## config.mk

```make
export PLATFORM = sky130hd
export DESIGN_NAME = rice_core_fetch_unit
export DESIGN_NICKNAME = d
export VERILOG_FILES = /design/src/rtl/rice_core_fetch_unit.sv
export SDC_FILE = /design/constraint.sdc
export NUM_CORES = 1
export LEC_CHECK = 0
export CAP_MARGIN = 20
export CORE_UTILIZATION = 43
export DETAILED_ROUTE_END_ITERATION = 8
export PLACE_DENSITY = 0.68
export SETUP_SLACK_MARGIN = 0.02
export SYNTH_ARGS = -nofsm -noshare
export SYNTH_HDL_FRONTEND = slang
export SYNTH_SLANG_ARGS = --single-unit
```

## constraint.sdc

```tcl
create_clock -name i_clk -period 10.8 [get_ports i_clk]
set_clock_uncertainty 0.05 [all_clocks]
set_input_delay 2.16 -clock i_clk [delete_from_list [all_inputs] [get_ports i_clk]]
set_output_delay 2.16 -clock i_clk [all_outputs]
set_load 0.01 [all_outputs]
```

## src/rtl/rice_core_fetch_unit.sv

```systemverilog
// rice_core_fetch_unit: in-order instruction fetch with credit-limited request issue
// and a small queue presenting {pc, inst} to decode.
module rice_core_fetch_unit #(
    parameter int              XLEN         = 32,
    parameter logic [XLEN-1:0] RESET_VECTOR = '0,
    parameter int              QUEUE_DEPTH  = 2
) (
    input  logic            i_clk,
    input  logic            i_rst,
    output logic            o_inst_request_valid,
    input  logic            i_inst_request_ready,
    output logic [XLEN-1:0] o_inst_address,
    input  logic            i_inst_response_valid,
    input  logic [XLEN-1:0] i_inst_response_data,
    input  logic            i_stall,
    input  logic            i_flush,
    input  logic [XLEN-1:0] i_flush_pc,
    output logic            o_if_valid,
    output logic [XLEN-1:0] o_if_pc,
    output logic [XLEN-1:0] o_if_inst
);
    localparam int AW = $clog2(QUEUE_DEPTH);
    localparam int CW = AW + 1;
    // Discarded responses can pile up across back-to-back flushes, so this is wider than CW.
    localparam int DW = 8;
    typedef enum logic {REQ, WAIT} state_t;
    state_t          state, state_next;
    logic [XLEN-1:0] fetch_pc;
    logic [CW-1:0]   outstanding, count;
    logic [DW-1:0]   discard;
    logic [XLEN-1:0] q_pc [QUEUE_DEPTH];
    logic [XLEN-1:0] q_inst [QUEUE_DEPTH];
    logic [XLEN-1:0] tag [QUEUE_DEPTH];
    logic [AW-1:0]   q_head, q_tail, t_head, t_tail;
    logic            credit, ack, push, pop;
    assign credit = (int'(outstanding) + int'(count)) < QUEUE_DEPTH;
    assign ack    = o_inst_request_valid && i_inst_request_ready;
    assign push   = i_inst_response_valid && discard == '0 && !i_flush;
    assign pop    = count != '0 && !i_stall && !i_flush;
    assign o_inst_address = fetch_pc;
    assign o_if_valid     = count != '0;
    assign o_if_pc        = q_pc[q_head];
    assign o_if_inst      = q_inst[q_head];
    always_comb begin
        o_inst_request_valid = !i_rst && !i_flush && (state == WAIT || credit);
        state_next = state;
        if (i_flush)
            state_next = REQ;
        else if (state == REQ && o_inst_request_valid && !i_inst_request_ready)
            state_next = WAIT;
        else if (state == WAIT && ack)
            state_next = REQ;
    end
    always_ff @(posedge i_clk or posedge i_rst) begin
        if (i_rst) begin
            state       <= REQ;
            fetch_pc    <= RESET_VECTOR;
            outstanding <= '0;
            count       <= '0;
            discard     <= '0;
            q_head      <= '0;
            q_tail      <= '0;
            t_head      <= '0;
            t_tail      <= '0;
            for (int i = 0; i < QUEUE_DEPTH; i++) begin
                q_pc[i]   <= '0;
                q_inst[i] <= '0;
                tag[i]    <= '0;
            end
        end else begin
            state <= state_next;
            if (i_flush) begin
                // Every request still on the bus, whichever counter holds it, becomes a discard.
                fetch_pc    <= i_flush_pc & ~XLEN'(3);
                discard     <= discard + DW'(outstanding) + DW'(ack) - DW'(i_inst_response_valid);
                outstanding <= '0;
                count       <= '0;
                q_head      <= '0;
                q_tail      <= '0;
                t_head      <= '0;
                t_tail      <= '0;
            end else begin
                if (ack) begin
                    fetch_pc    <= fetch_pc + XLEN'(4);
                    tag[t_tail] <= fetch_pc;
                    t_tail      <= t_tail + 1'b1;
                end
                if (i_inst_response_valid && discard != '0)
                    discard <= discard - 1'b1;
                if (push) begin
                    q_pc[q_tail]   <= tag[t_head];
                    q_inst[q_tail] <= i_inst_response_data;
                    q_tail         <= q_tail + 1'b1;
                    t_head         <= t_head + 1'b1;
                end
                if (pop)
                    q_head <= q_head + 1'b1;
                outstanding <= outstanding + CW'(ack) - CW'(push);
                count       <= count + CW'(push) - CW'(pop);
            end
        end
    end
endmodule
```

Yosys cells after proc, flatten, opt, wreduce, memory -nomap -nowiden
Cells that the tools add are included.
{"block": "totals", "ff_bits": 241, "latchBits": 0, "ram_bits": 0, "romBits": 0, "input_bits": 70, "output_inout_bits": 98, "wordCells": 103, "n_memories": 0}
{"block": "classes", "n_addsub": 14, "multipliers": 0, "div_mod_pow": 0, "magnitude_cmp": 7, "n_eq_ne": 0, "shift": 0, "mux": 33, "n_bitwise": 6, "reduce_logical": 28}
{"operator": "32-bit 2-to-1 mux", "n": 13}
{"operator": "64-bit bitwise mux", "n": 3}
{"operator": "32-bit demux with 1-bit select", "n": 2}
{"operator": "32-bit by 3-bit adder with 32-bit output, second input constant", "n": 1}
{"operator": "8-bit 2-to-1 mux", "n": 2}
{"operator": "1-bit logical AND", "n": 13}
{"operator": "1-bit 2-to-1 mux", "n": 11}
{"operator": "2-bit nonzero test", "n": 5}
{"operator": "8-bit by 1-bit adder with 8-bit output", "n": 1}
{"operator": "8-bit by 2-bit adder with 8-bit output", "n": 1}
{"operator": "2-bit greater-or-equal comparator, second input constant", "n": 4}
{"operator": "8-bit zero test", "n": 1}
{"operator": "1-bit inverter with 2-bit output", "n": 4}
{"operator": "8-bit nonzero test", "n": 1}
{"operator": "8-bit by 1-bit subtractor with 8-bit output", "n": 1}
{"operator": "8-bit by 1-bit subtractor with 8-bit output, second input constant", "n": 1}
{"operator": "1-bit adder, second input constant", "n": 4}
{"operator": "2-bit by 1-bit adder with 2-bit output", "n": 2}
{"operator": "1-bit zero test", "n": 4}
{"operator": "2-bit by 1-bit < comparator with 1-bit output, second input constant", "n": 2}
{"operator": "2-bit 2-to-1 mux", "n": 2}
{"operator": "2-bit AND reduction", "n": 2}
{"operator": "2-bit by 1-bit subtractor with 2-bit output", "n": 2}
{"operator": "2-bit by 2-bit adder with 3-bit output", "n": 1}
{"operator": "other kinds (4)", "n": 5}

Longest topological paths before layout
{"block": "depth", "word_depth": 9, "ltp_mapped": 14, "depth_no_buf": 12}

Worst setup path after synthesis
Ideal clock, no wire load.
{"block": "synth_timing", "kind": "input to output", "from": "input port i_rst", "to": "output port o_inst_request_valid", "arrival_ns": 7.642, "required_time_ns": 8.590, "path_slack_ns": 0.948, "path_stages": 2, "path_buffers": 0, "path_cell_list": "inv_1 and3_1"}
{"block": "synth_via", "elab_chain_len": 3}
{"item": "from (decl)", "line": "9", "rtl": "input logic i_rst,"}
{"item": "1-bit zero test (no line)"}
{"item": "1-bit logical AND (2 in series)", "line": "45", "rtl": "o_inst_request_valid = !i_rst && !i_flush && (state == WAIT || credit);"}
{"item": "to (decl)", "line": "10", "rtl": "output logic o_inst_request_valid,"}
No other way between the ends.

Final worst setup path
Same ends and word-level chain as after synthesis.

==> out/metrics.yaml <==
path_max_fanout: 78
ys_seq_area_share_pct: 52.09
holdPathEnd: "q_pc[52]"
cp_slowest_cell: "clkdlybuf4s50_1"
timing_worst_setup_path_type: "in -> out"
slew_headroom_pct: 29.32
mostFrequentLayoutCells: "dfrtp_1, clkdlybuf4s50_1, mux2_2, nand2_1, nor2_1"
cts-htree-levels: 1
cp-startpoint: "i_rst"
min_path_type: "reg -> reg"
grt_max_degree: 80
hold_violations: 0
p_int_uw: 1812
path_cells: "clkdlybuf4s50_1, inv_8, and3_1, clkdlybuf4s50_1"
combPwrFrac_pct: 21.3
port_buffers: 161
sequentialPowerShare_pct: 42.5
hold_buffers: 0
max_freq_mhz: 160.3
p_switching_uw: 662.3
leakage_uw: 0.006202
die_y_um: 162.7
ff2ff_setup_slack_ns: 6.72
synth-async-reset-ratio_pct: 100.0
drt_iter0_drc: 408
drive_above_1_share_pct: 21.85
crit_family: "buffers and inverters"
r2r_cells: 12
setup_viol: 0
clkLatencyLatePin_ns: 0.52
peakVddDrop_mv: 0.1381
hp-start: "q_pc[52]"
syn2layout_area_growth_pct: 23.73
cp-end-kind: "primary output"
grt_usage_pct: 19.11
dr.pass1.iters: 5
crit_path_frequent_cell: "clkdlybuf4s50_1"
swShare_pct: 26.76
cts_tree: "built"
ys_warn_count: 0
clk_pin_slew_ns: 0.06
synth-edff-count: 0
initial_core_util_pct: 43.95
grt.overflow.total: 0
cts.sinks: 231
synth-seq-cells: 231
synth_cells: 928
finalCritPeriodShare_pct: 57.78
worstPathRequired_ns: 8.59
ant_nets: 0
reg2reg_from: "outstanding[1]"
wl_per_cell_um: 17.68
drcViolationCount: 0
final_common_cell: "dfrtp_1"
rows: 58
grt_pass1_vias: 7500
place.gp.congestion: 0.7908
fin_tns_setup_ns: 0
outcome: "finished clean"
drv_cap: 0
core_area_sq_mm: 0.02525
cp.depth: 4
syn_area_sq_mm: 0.01110
cts_buffers: 26
cts_resized: 0
num_antenna_cells: 0
worstMarginPinSlew_ns: 1.060
rsz0062_at_grt: "no"
worst_ep_arrival_time_ns: 4.03
post_cts_buffers: 0
powerDensity_mw_per_mm2: 180.2
ys_types: 62
grt_antenna_before_repair: 0
ys.flop_type: "dfrtp_1"
die_w_um: 162.7
synth.avg_cell_area_sq_um: 11.96
vias: 7447
worstSetupStartpointType: "input port"
r2r-end: "discard[6]"
root_buffer: "clkbuf_16"
wl_mm: 25.08
holdPathStages: 2
dp_hpwl_mm: 16.27
slowest_delay_ns: 0.56
slew_violations: 0
cp_num_buf_inv: 3
routed_via_density: 5.248
grt_pass1_wl_mm: 40.39
p_clk_share_pct: 36.1
fp.dieArea_sq_mm: 0.02646
final_nets: 1162
clockBufferDepth: 3
period_needed_ns: 6.240
total_power_uw: 2475
io_pins: 168
power by group through the flow:
stage / registers, uW / clock network (uW) / logic (uW)
after floorplan: 1040 / 0 / 366
after global placement: 1060 / 0 / 521
after detailed placement: 1070 / 0 / 528
after CTS: 1050 / 918 / 532
after global routing: 1070 / 956 / 592
final: 1050 / 894 / 528
flip-flops by register name, indices dropped and copies added, names as in the netlist:
register	flops
t_head	1
tag	60
discard	8
state	1
t_tail	1
q_pc	60
q_head	1
q_tail	1
count	2
q_inst	64
o_inst_address	30
outstanding	2
layout make-up:
| cell class | count | area (sq um) |
|---|---|---|
| clock buffers | 41 | 798.3 |
| clock inverters | 6 | 85.08 |
| fillers | 2173 | 11520 |
| inverters | 28 | 112.6 |
| multi-input cells | 614 | 4875 |
| flip-flops and latches | 231 | 5782 |
| well taps | 330 | 412.9 |
| repair buffers | 169 | 1667 |
worst max-delay path by stage:
stage | slack [ns] | to
after floorplan | 0.95 | o_inst_request_valid
after global placement | 4.56 | o_inst_request_valid
after detailed placement | 4.57 | o_inst_request_valid
after CTS | 4.56 | o_inst_request_valid
after global routing | 4.42 | o_inst_request_valid
final | 4.56 | o_inst_request_valid
cells in the mapped netlist, drive strengths merged, types with 3 or more instances:
| library cell | count | area, sq um |
|---|---|---|
| a21oi | 41 | 205.2 |
| a221o | 5 | 51.30 |
| a31oi | 4 | 25.02 |
| a32oi | 3 | 26.28 |
| and2 | 4 | 25.03 |
| and3 | 6 | 37.54 |
| buf | 33 | 257.8 |
| clkbuf | 24 | 92.59 |
| dfrtp | 231 | 5781 |
| fa | 3 | 60.06 |
| ha | 19 | 237.7 |
| inv | 28 | 105.1 |
| mux2 | 182 | 2162 |
| mux2i | 33 | 330.3 |
| nand2 | 77 | 294.0 |
| nand2b | 3 | 18.77 |
| nand3 | 18 | 107.6 |
| nand4 | 10 | 77.57 |
| nor2 | 59 | 224.0 |
| nor2b | 12 | 75.07 |
| nor3 | 8 | 51.30 |
| o211ai | 10 | 75.07 |
| o21ai | 58 | 290.3 |
| o311ai | 12 | 105.1 |
| or3 | 4 | 25.02 |
| xnor2 | 12 | 105.1 |
| xor2 | 5 | 43.79 |
worst reg2reg max path: stages, from the launching register on:
cell	delay [ns]
dfrtp_1	0.37
inv_1	0.09
fa_1	0.55
a21o_1	0.19
and2_1	0.65
inv_2	0.36
fa_1	0.52
fa_1	0.40
nand2b_1	0.18
a21oi_1	0.23
o31a_1	0.17
or3_1	0.10
a31oi_1	0.07
routing by layer:
metal / up-vias / GRT usage [%] / wire length [um]
met1: 3652 / 27.86 / 12310
met2: 208 / 29.70 / 10960
met4: 0 / 4.036 / 362
li1: 3559 / - / -
met3: 28 / 3.463 / 1444
met5: - / 0 / 0
cell families (layout without fill, tap and decap cells):
family	Yosys count	in the layout	synth area share, %
simple gates	212	212	9.369
flops	231	231	52.09
xor+xnor	17	17	1.342
other cells	1	4	0.03379
mux	215	215	22.46
buf+inv	86	244	4.183
compound gates	144	144	7.847
fa+ha+maj	22	22	2.683
metrics by stage:
| step | cell area [sq um] | hold slack, ns | worst slack, ns | utilization [%] | instances |
|---|---|---|---|---|---|
| CTS | 13730 | 0.4293 | 4.558 | 54.37 | 1419 |
| finish | 13730 | 0.4242 | 4.560 | 54.37 | 1419 |
| detailed placement | 12850 | 0.4163 | 4.567 | 50.88 | 1372 |
| floorplan | 11110 | 0.3960 | 0.9478 | - | 931 |
| global placement | 12850 | 0.4072 | 4.564 | 50.88 | 1372 |
| global route | 13730 | 0.4453 | 4.421 | 54.37 | 1419 |
Power figures use the tool's default switching activity.
